[src/rtl/aer_array_reset_seq_if.sv]
// AER reset-sequencer handshake bundle: the reset request from the timer,
// the AER req/ack pair, and the array reset and readout hold-off outputs.
`timescale 1ns/1ps
interface aer_array_reset_seq_if;
    logic rst_req_n;
    logic aer_req;
    logic aer_ack;
    logic array_rst_n;
    logic readout_hold;
    logic busy;

    // Environment side: reset timer, pixel array and readout
    modport master (
        output rst_req_n, aer_req, aer_ack,
        input  array_rst_n, readout_hold, busy
    );

    // Sequencer side
    modport slave (
        input  rst_req_n, aer_req, aer_ack,
        output array_rst_n, readout_hold, busy
    );
endinterface

[src/rtl/aer_array_reset_seq.sv]
// AER pixel-array reset sequencer. Drains the AER handshake, drives a
// minimum-width active-low array reset, applies a post-reset guard time,
// and keeps completed-reset and drain-timeout statistics.
`timescale 1ns/1ps
module aer_array_reset_seq #(
    parameter int PW_WIDTH  = 8,
    parameter int TMO_WIDTH = 8,
    parameter int CNT_WIDTH = 16
) (
    input  logic                 clk,
    input  logic                 rst,
    aer_array_reset_seq_if.slave aer,
    input  logic [PW_WIDTH-1:0]  min_pulse,
    input  logic [PW_WIDTH-1:0]  settle,
    input  logic [TMO_WIDTH-1:0] drain_tmo,
    input  logic                 clr_stats,
    output logic [CNT_WIDTH-1:0] rst_count,
    output logic                 tmo_flag
);
    typedef enum logic [1:0] {IDLE, DRAIN, ASSERT, SETTLE} state_t;

    state_t               state, state_nx;
    logic [PW_WIDTH-1:0]  pulse_cnt, settle_cnt;
    logic [TMO_WIDTH-1:0] tmo_cnt;
    logic [PW_WIDTH-1:0]  mp_cfg, st_cfg;
    logic [TMO_WIDTH-1:0] tmo_cfg;
    logic [PW_WIDTH-1:0]  mp_lim, st_lim;
    logic [TMO_WIDTH-1:0] tmo_lim;
    logic                 pend;
    logic                 drain_idle, tmo_hit, pulse_done, settle_done;
    logic                 seq_done, tmo_evt;

    // Counters hold cycles already spent in the state, so "this cycle
    // completes N cycles" is cnt >= N-1. Limits never underflow: a zero
    // min_pulse behaves as 1, and the zero cases of settle/drain_tmo are
    // excluded before their limit is used.
    assign mp_lim      = (mp_cfg == '0) ? '0 : mp_cfg - 1'b1;
    assign st_lim      = st_cfg - 1'b1;
    assign tmo_lim     = tmo_cfg - 1'b1;
    assign drain_idle  = !aer.aer_req && !aer.aer_ack;
    assign tmo_hit     = (tmo_cfg != '0) && (tmo_cnt >= tmo_lim);
    assign pulse_done  = pulse_cnt >= mp_lim;
    assign settle_done = settle_cnt >= st_lim;

    // Next-state logic and one-cycle sequence/timeout events
    always_comb begin
        state_nx = state;
        seq_done = 1'b0;
        tmo_evt  = 1'b0;
        case (state)
            IDLE: begin
                if (!aer.rst_req_n || pend) state_nx = DRAIN;
            end
            DRAIN: begin
                if (drain_idle) begin
                    state_nx = ASSERT;
                end else if (tmo_hit) begin
                    state_nx = ASSERT;
                    tmo_evt  = 1'b1;
                end
            end
            ASSERT: begin
                // A request still held low stretches the pulse
                if (pulse_done && aer.rst_req_n) begin
                    if (st_cfg == '0) begin
                        state_nx = IDLE;
                        seq_done = 1'b1;
                    end else begin
                        state_nx = SETTLE;
                    end
                end
            end
            SETTLE: begin
                if (settle_done) begin
                    state_nx = IDLE;
                    seq_done = 1'b1;
                end
            end
            default: state_nx = IDLE;
        endcase
    end

    // State, per-state counters, config snapshots and pending request
    always_ff @(posedge clk or posedge rst) begin
        if (rst) begin
            state      <= IDLE;
            pulse_cnt  <= '0;
            settle_cnt <= '0;
            tmo_cnt    <= '0;
            mp_cfg     <= '0;
            st_cfg     <= '0;
            tmo_cfg    <= '0;
            pend       <= 1'b0;
        end else begin
            state <= state_nx;
            if (state_nx != state) begin
                pulse_cnt  <= '0;
                settle_cnt <= '0;
                tmo_cnt    <= '0;
            end else begin
                if (state == DRAIN  && tmo_cnt    != '1) tmo_cnt    <= tmo_cnt + 1'b1;
                if (state == ASSERT && pulse_cnt  != '1) pulse_cnt  <= pulse_cnt + 1'b1;
                if (state == SETTLE && settle_cnt != '1) settle_cnt <= settle_cnt + 1'b1;
            end
            // Pulse width and drain timeout are fixed once a sequence starts;
            // the guard time is fixed once the pulse starts, which also
            // decides whether ASSERT skips SETTLE entirely.
            if (state == IDLE && state_nx == DRAIN) begin
                mp_cfg  <= min_pulse;
                tmo_cfg <= drain_tmo;
            end
            if (state == DRAIN && state_nx == ASSERT) st_cfg <= settle;
            // A request seen during the guard time restarts right after IDLE
            if (state == SETTLE && !aer.rst_req_n) pend <= 1'b1;
            else if (state == IDLE && state_nx == DRAIN) pend <= 1'b0;
        end
    end

    // Registered outputs, decoded from the next state so they line up with it
    always_ff @(posedge clk or posedge rst) begin
        if (rst) begin
            aer.array_rst_n  <= 1'b1;
            aer.readout_hold <= 1'b0;
            aer.busy         <= 1'b0;
        end else begin
            aer.array_rst_n  <= (state_nx != ASSERT);
            aer.readout_hold <= (state_nx != IDLE);
            aer.busy         <= (state_nx != IDLE);
        end
    end

    // Statistics; a clear beats a coincident increment or timeout
    always_ff @(posedge clk or posedge rst) begin
        if (rst) begin
            rst_count <= '0;
            tmo_flag  <= 1'b0;
        end else if (clr_stats) begin
            rst_count <= '0;
            tmo_flag  <= 1'b0;
        end else begin
            if (seq_done && rst_count != '1) rst_count <= rst_count + 1'b1;
            if (tmo_evt) tmo_flag <= 1'b1;
        end
    end
endmodule

[src/flat_wrapper.sv]
// flat-port wrapper written by rule: the top's interface ports become plain ports
module aer_array_reset_seq_flat 
#(
    parameter int PW_WIDTH  = 8,
    parameter int TMO_WIDTH = 8,
    parameter int CNT_WIDTH = 16
)
  (clk, rst, min_pulse, settle, drain_tmo, clr_stats, rst_count, tmo_flag, aer_rst_req_n, aer_aer_req, aer_aer_ack, aer_array_rst_n, aer_readout_hold, aer_busy);
  aer_array_reset_seq_if aer_i ();
  input  logic clk;
  input  logic rst;
  input  logic [PW_WIDTH-1:0] min_pulse;
  input  logic [PW_WIDTH-1:0] settle;
  input  logic [TMO_WIDTH-1:0] drain_tmo;
  input  logic clr_stats;
  output logic [CNT_WIDTH-1:0] rst_count;
  output logic tmo_flag;
  input wire logic [$bits(aer_i.rst_req_n)-1:0] aer_rst_req_n;
  input wire logic [$bits(aer_i.aer_req)-1:0] aer_aer_req;
  input wire logic [$bits(aer_i.aer_ack)-1:0] aer_aer_ack;
  output wire logic [$bits(aer_i.array_rst_n)-1:0] aer_array_rst_n;
  output wire logic [$bits(aer_i.readout_hold)-1:0] aer_readout_hold;
  output wire logic [$bits(aer_i.busy)-1:0] aer_busy;
  assign aer_i.rst_req_n = aer_rst_req_n;
  assign aer_i.aer_req = aer_aer_req;
  assign aer_i.aer_ack = aer_aer_ack;
  assign aer_array_rst_n = aer_i.array_rst_n;
  assign aer_readout_hold = aer_i.readout_hold;
  assign aer_busy = aer_i.busy;
  aer_array_reset_seq #(.PW_WIDTH(PW_WIDTH), .TMO_WIDTH(TMO_WIDTH), .CNT_WIDTH(CNT_WIDTH)) u_core (.clk(clk), .rst(rst), .aer(aer_i), .min_pulse(min_pulse), .settle(settle), .drain_tmo(drain_tmo), .clr_stats(clr_stats), .rst_count(rst_count), .tmo_flag(tmo_flag));
endmodule
[config.mk]
export PLATFORM = sky130hd
export DESIGN_NAME = aer_array_reset_seq_flat
export DESIGN_NICKNAME = d
export VERILOG_FILES = /design/src/rtl/aer_array_reset_seq_if.sv /design/src/rtl/aer_array_reset_seq.sv /design/src/flat_wrapper.sv
export SDC_FILE = /design/constraint.sdc
export NUM_CORES = 1
export LEC_CHECK = 0
export ABC_CLOCK_PERIOD_IN_PS = 4350
export CAP_MARGIN = 40
export CELL_PAD_IN_SITES_DETAIL_PLACEMENT = 1
export CELL_PAD_IN_SITES_GLOBAL_PLACEMENT = 1
export CORE_ASPECT_RATIO = 0.75
export CORE_MARGIN = 1.5
export CORE_UTILIZATION = 30
export DETAILED_ROUTE_END_ITERATION = 10
export GPL_ROUTABILITY_DRIVEN = 0
export HOLD_SLACK_MARGIN = 0.12
export MAX_ROUTING_LAYER = met4
export PLACE_DENSITY = 0.65
export SYNTH_ARGS = -nofsm -noshare
export SYNTH_HDL_FRONTEND = slang
export SYNTH_SLANG_ARGS = --single-unit
[constraint.sdc]
create_clock -name clk -period 4.35 [get_ports clk]
set_clock_uncertainty 0.1 [all_clocks]
set_input_delay 0.87 -clock clk [delete_from_list [all_inputs] [get_ports clk]]
set_output_delay 0.87 -clock clk [all_outputs]
set_load 0.01 [all_outputs]
## Word level (Yosys, flattened, before mapping)

Index checks and enable logic that the tools add are counted.

| operators by class | value |
|---|---|
| add/subtract/negate cells | 7 |
| magnitude comparators | 3 |
| eq/ne operators | 11 |
| muxes and demuxes | 27 |
| reductions and logical operators | 25 |

Operator list:

| kind | number |
|---|---|
| 8-bit 2-to-1 mux | 7 |
| 16-bit 2-to-1 mux | 2 |
| 8-bit by 1-bit adder with 8-bit output, second input constant | 3 |
| 8-bit greater-or-equal comparator | 3 |
| 8-bit inequality test, second input constant | 3 |
| 8-bit by 1-bit subtractor with 8-bit output, second input constant | 3 |
| 16-bit by 1-bit adder with 16-bit output, second input constant | 1 |
| 8-bit zero test | 2 |
| 16-bit inequality test, second input constant | 1 |
| 2-bit nonzero test | 7 |
| 2-bit 2-to-1 mux | 6 |
| 1-bit logical AND | 10 |
| 1-bit 2-to-1 mux | 10 |
| 2-bit one-hot mux with 4 select lines | 1 |
| 8-bit nonzero test | 1 |
| 2-bit == test, second input constant | 3 |
| 2-bit by 1-bit == test with 1-bit output, second input constant | 2 |
| 1-bit zero test | 3 |
| 2-bit zero test | 1 |
| 2-bit inequality test | 1 |
| 2-bit inequality test, second input constant | 1 |
| 1-bit one-hot mux with 2 select lines | 1 |
| 1-bit logical OR | 1 |

| storage, ports and cells | value |
|---|---|
| register bits after elaboration | 70 |
| input port bits | 30 |
| output and inout bits | 20 |
| word-level logic and storage cells | 85 |

## Logic depth before layout (Yosys ltp)

| depth | value |
|---|---|
| depth in word-level cells | 10 |
| depth in mapped cells | 15 |

## Least setup slack after synthesis

OpenSTA, ideal clock, no wires.

| timing | value |
|---|---|
| path kind | register to register |
| from | register u_core.mp_cfg[0] |
| to | register u_core.rst_count[15] |
| setup time | 0.078 ns |
| data arrival time | 3.370 ns |
| setup slack | 0.802 ns |
| cell stages (with the launch flop) | 16 |
| buffers on the path | 2 |
| period minus slack after synthesis | 3.548 ns |
| path through | dfrtp_1 inv_1 ha_1 nor2b_1 nand3b_1 or3_1 and2_1 ha_1 nand2b_1 a2111oi_0 o31a_1 a22o_1 buf_2 buf_1 o31ai_1 a21oi_1 |

| on the way | value |
|---|---|
| cells in the longest elaborated chain, start to end | 8 |

Ends and longest elaborated chain:

| item | line | text |
|---|---|---|
| from (decl) | aer_array_reset_seq.sv:25 | `logic [PW_WIDTH-1:0] mp_cfg, st_cfg;` |
| from (signal assigned) | aer_array_reset_seq.sv:109 | `mp_cfg <= min_pulse;` |
| 8-bit by 1-bit subtractor with 8-bit output / 8-bit zero test (equally long branches) | aer_array_reset_seq.sv:37 | `assign mp_lim = (mp_cfg == '0) ? '0 : mp_cfg - 1'b1;` |
| 8-bit 2-to-1 mux * | aer_array_reset_seq.sv:37 |  |
| 8-bit greater-or-equal comparator * | aer_array_reset_seq.sv:42 | `assign pulse_done = pulse_cnt >= mp_lim;` |
| 1-bit logical AND * | aer_array_reset_seq.sv:64 | `if (pulse_done && aer.rst_req_n) begin` |
| 1-bit 2-to-1 mux * | aer_array_reset_seq.sv:64 |  |
| 1-bit one-hot mux with 2 select lines * | aer_array_reset_seq.sv:50 | `case (state)` |
| 1-bit logical AND * | aer_array_reset_seq.sv:141 | `if (seq_done && rst_count != '1) rst_count <= rst_count + 1'b1;` |
| 2-bit nonzero test (no source line) * | - |  |
| to (signal assigned) | aer_array_reset_seq.sv:141 |  |
| to (decl) | aer_array_reset_seq.sv:17 | `output logic [CNT_WIDTH-1:0] rst_count,` |

Mark *: on every way between the ends. The rest lies on a longest branch, timed or not.
A chain may end at the register's enable or synchronous reset.

## Worst setup path in the final report

| timing | value |
|---|---|
| from | register u_core.mp_cfg[0] |
| to | register u_core.aer.readout_hold |

| on the way | value |
|---|---|
| cells in the longest elaborated chain, start to end | 7 |

Ends and longest elaborated chain:

| item | line | text |
|---|---|---|
| 8-bit by 1-bit subtractor with 8-bit output / 8-bit zero test (equally long branches) | aer_array_reset_seq.sv:37 |  |
| 8-bit 2-to-1 mux * | aer_array_reset_seq.sv:37 |  |
| 8-bit greater-or-equal comparator * | aer_array_reset_seq.sv:42 |  |
| 1-bit logical AND * | aer_array_reset_seq.sv:64 |  |
| 2-bit 2-to-1 mux * | aer_array_reset_seq.sv:64 |  |
| 2-bit one-hot mux with 4 select lines * | aer_array_reset_seq.sv:50 |  |
| net u_core.state_nx[0] | aer_array_reset_seq.sv:22 | `state_t state, state_nx;` |
| 2-bit nonzero test * | aer_array_reset_seq.sv:127 | `aer.readout_hold <= (state_nx != IDLE);` |
| to (signal assigned) | aer_array_reset_seq.sv:127 |  |
| to (decl) | aer_array_reset_seq_if.sv:21 | `output array_rst_n, readout_hold, busy` |

Mark *: on every way through the listed nets, which the timed path passes. The rest lies on a longest branch.

==> results.md <==
* Result of the run: finished clean
* Post-CTS Repair Setup Buffers at 0
* Top cell types by occurrence after synthesis: sky130_fd_sc_hd__dfrtp_1 (69), sky130_fd_sc_hd__nor2_1 (43), sky130_fd_sc_hd__ha_1 (32)
* Leak Pwr at 2.16 nW
* Number of standard cells in the final layout excluding fillers at 647
* Net count after synthesis at 480
* Number of primary I/O pins at 50
* Total non-filler cell area in the finished layout at 0.00516 sq mm
* Startpoint of the most critical hold path: u_core.pend
* Post-CTS Hold Fix Bufs at 0
* Power per Cell Area at 576 mW/mm^2
* Setup-violating endpoint count in the final report at 0
* Clk Latency, worst-skew pair at 0.34 ns
* Library cell with the largest summed area after synthesis: sky130_fd_sc_hd__dfrtp_1
* Part of the Yosys area used for sequential elements at 0.424
* Required time at the worst-slack endpoint at 4.47 ns
* Area grow syn2layout at 24.7%
* Adder-cell share of the synthesized area at 0.0967
* Number of global-route vias before repair at 3557
* Tightest Pin Transition at 0.742 ns
* Die footprint at 0.0145 sq mm
* Placed cell count at 631
* Fmax at 252 MHz
* Min-Delay Path Depth at 2
* Share of synthesized area spent on multiplexers at 0.0695
* Number of standard-cell rows in the floorplan at 36
* Width of the chip at 139 um
* Relative slew margins at 0.503
* Area fraction in compound gates after synthesis at 0.105
* Worst min-delay path category: flip-flop to flip-flop
* Clock transition at the registers of the reported paths at 0.06 ns
* Count of input and output buffers at 49
* Highest fanout seen on the critical path at 6
* Wire length of the first global-routing pass at 18200 um
* Most instantiated library cell after synthesis: sky130_fd_sc_hd__dfrtp_1
* Hold Path End: u_core.pend
* Maximum number of pins on one net before global-route repair at 39
* Share of final-layout standard cells stronger than drive strength 1 at 0.0714
* Count of flip-flops with a built-in enable after synthesis at 0
* Clock tree root driver cell: sky130_fd_sc_hd__clkbuf_16
* Synth Area in XOR/XNOR at 0.0762
* Via count at 3355
* DRT antenna net count at 0
* Time the final worst path needs with I/O delays and setup at 3.96 ns
* Top post-synthesis cells by area: sky130_fd_sc_hd__dfrtp_1 (42%), sky130_fd_sc_hd__ha_1 (9.7%), sky130_fd_sc_hd__xnor2_1 (4.4%), sky130_fd_sc_hd__nor2_1 (3.9%), sky130_fd_sc_hd__mux2_1 (3.3%)
* Count of instances resized after the clock tree is built at 0
* DRC violations left at 0
* Synthesis-stage register bit count at 70
* Proportion of synthesized flip-flops having asynchronous set or reset at 1.00
* Number of buffers created by CTS at 9
* Arr. time, crit path at 4.08 ns
* Depth of the CTS H-tree at 3
* Combinational family with the most area after synthesis: simple AND/OR/NAND/NOR gates
* Synthesized netlist cell count at 418
* N_diodes at 0
* CP Class: flip-flop to flip-flop
* Total power after layout at 2.97 mW
* Estimated wirelength of the detail-placed design at 7920 um
* GRT Util Overall at 0.159
* Total of fill cells in the finished design at 1501
* Unrepaired setup endpoints after global routing: false
* Distinct cell type count after synthesis at 54
* Setup slack on the worst flop-to-flop path at 0.39 ns
* Period utilisation layout at 0.911
* Kind of start point of the critical path: flip-flop
* Count of final max-slew check failures at 0
* Worst VDD drop at 0.238 mV
* Cell area after placement at 0.00483 sq mm
* Total gr overflow at 0
* Initial cell density of the core at 0.313
* Kind of end point of the critical path: flip-flop
* Share of the core filled with cells at 0.390
* Sum of negative setup slack at 0 ns
* DRC violation total after the first TritonRoute iteration at 124
* Core region area at 0.0132 sq mm
* Post-Syn Area at 0.00414 sq mm
* Prevailing post-synth register cell: sky130_fd_sc_hd__dfrtp_1
* Die extent in y at 105 um
* TritonCTS clock tree: done
* Worst r2r src: u_core.mp_cfg[0]
* Hold Fails Final Rpt at 0
* Buffer levels on the longest clock path at 2
* Count of cells along the worst register-to-register path at 13
* Nets@finish at 533
* Clk sinks at 70
* Number of vias per cell at 5.19
* Mean instance size in the synthesized netlist at 9.90 sq um
* Number of antenna violations at the first check in global routing at 0
* Final wirelength at 10500 um
* Share of Yosys cell area claimed by the top area cell type at 0.417
* Final routed wire length divided by cell count at 16.3 um
* Max-cap violations at 0
* Fraction of the mapped netlist area in simple logic gates at 0.203
* Total of warnings raised by yosys at 0
* End of the worst register-to-register path: u_core.aer.readout_hold
* First-pass detailed-route iteration total at 4
area by class of cell:
| class | instances | area [sq um] | area share |
|---|---|---|---|
| clock buffer | 11 | 253 | 0.0490 |
| clock inverter | 5 | 81.3 | 0.0158 |
| inverter | 16 | 60.1 | 0.0116 |
| multi-input combinational | 321 | 2280 | 0.442 |
| sequential | 70 | 1750 | 0.340 |
| tap | 171 | 214 | 0.0415 |
| timing repair buffer | 53 | 520 | 0.101 |
routing by layer:
metal / track usage / part of all wire
met5: - / 0
met4: 0.0402 / 0.0077
met3: 0.0357 / 0.034
met2: 0.243 / 0.44
met1: 0.215 / 0.51
worst max-delay path, cell delays in order (launching register included):
cell and delay, ns:
sky130_fd_sc_hd__dfrtp_1 0.39, sky130_fd_sc_hd__inv_1 0.08, sky130_fd_sc_hd__ha_1 0.16, sky130_fd_sc_hd__nor2b_1 0.26, sky130_fd_sc_hd__nand3b_1 0.16, sky130_fd_sc_hd__or3_1 0.41, sky130_fd_sc_hd__and2_1 0.20, sky130_fd_sc_hd__ha_1 0.26
sky130_fd_sc_hd__nand2b_1 0.14, sky130_fd_sc_hd__a2111oi_0 0.64, sky130_fd_sc_hd__o22ai_1 0.22, sky130_fd_sc_hd__a32oi_1 0.34, sky130_fd_sc_hd__o311ai_1 0.22, sky130_fd_sc_hd__or2_1 0.26
through the flow:
step / setup slack, ns / hold WS (ns)
6_report: 0.389 / 0.411
5_1_grt: 0.0763 / 0.447
4_1_cts: 0.419 / 0.423
3_5_place_dp: 0.477 / 0.404
3_3_place_gp: 0.555 / 0.387
2_1_floorplan: 0.802 / 0.364
sequential cells by signal, indices dropped and copies added (netlist names):
name                     flops
u_core.pulse_cnt             8
u_core.mp_cfg                8
u_core.aer.readout_hold      1
u_core.settle_cnt            8
u_core.tmo_flag              1
u_core.state                 2
u_core.pend                  1
u_core.tmo_cfg               8
u_core.rst_count            16
u_core.aer.array_rst_n       1
u_core.st_cfg                8
u_core.tmo_cnt               8
layout by cell type (no fill, tap or decap), types with 4 or more instances in the layout:
cell                              synthesis  layout
sky130_fd_sc_hd__nand2_1                 28      28
sky130_fd_sc_hd__mux2_2                  10      10
sky130_fd_sc_hd__mux2_1                  12      12
sky130_fd_sc_hd__o31ai_1                 11      11
sky130_fd_sc_hd__buf_4                    1       4
sky130_fd_sc_hd__xnor2_1                 21      21
sky130_fd_sc_hd__and3_1                   7       7
sky130_fd_sc_hd__xor2_1                  15      15
sky130_fd_sc_hd__or4_1                   11      11
sky130_fd_sc_hd__nand2b_1                 7       7
sky130_fd_sc_hd__inv_1                   16      15
sky130_fd_sc_hd__nor3_1                  10      10
sky130_fd_sc_hd__nor2_1                  43      43
sky130_fd_sc_hd__clkbuf_16                0       9
sky130_fd_sc_hd__dfrtp_1                 69      69
sky130_fd_sc_hd__nor2b_1                  5       5
sky130_fd_sc_hd__ha_1                    32      32
sky130_fd_sc_hd__nor4_1                   4       4
sky130_fd_sc_hd__o21ai_1                  6       6
sky130_fd_sc_hd__clkdlybuf4s50_1          0      49
sky130_fd_sc_hd__nand3_1                 14      14
sky130_fd_sc_hd__or3_1                    5       5
sky130_fd_sc_hd__o21a_1                   5       5
sky130_fd_sc_hd__nand3b_1                 4       4
sky130_fd_sc_hd__mux2i_1                  4       4
sky130_fd_sc_hd__o21ai_0                  4       4
sky130_fd_sc_hd__a21oi_1                 20      20
sky130_fd_sc_hd__nand4_1                 11      11
kinds of logic (layout without fill, tap and decap cells):
| family | after synthesis | after routing |
|---|---|---|
| and+or+nand+nor | 161 | 161 |
| DFF | 70 | 70 |
| AOI/OAI and AO/OA | 66 | 66 |
| xor gates and xnor gates | 36 | 36 |
| adders and majority gates | 32 | 32 |
| buffers and inverters | 27 | 85 |
| muxes | 26 | 26 |
report_power, final:
group          total (mW)  leakage (nW)  internal, mW  switching [mW]
Combinational        1.13          1.09         0.526           0.600
Clock               0.823         0.162         0.533           0.290
Sequential           1.02         0.911         0.822           0.201
worst max path at each step:
| stage | startpoint | to | slack, ns | depth (start not counted) |
|---|---|---|---|---|
| 4_1_cts | u_core.mp_cfg[0] | u_core.aer.readout_hold | 0.42 | 13 |
| 3_5_place_dp | u_core.mp_cfg[0] | u_core.rst_count[8] | 0.48 | 14 |
| 6_report | u_core.mp_cfg[0] | u_core.aer.readout_hold | 0.39 | 13 |
| 3_3_place_gp | u_core.mp_cfg[0] | u_core.aer.readout_hold | 0.56 | 13 |
| 2_1_floorplan | u_core.mp_cfg[0] | u_core.rst_count[15] | 0.80 | 15 |
| 5_1_grt | u_core.mp_cfg[0] | u_core.rst_count[1] | 0.08 | 14 |
(Power assumes the default switching activity.)
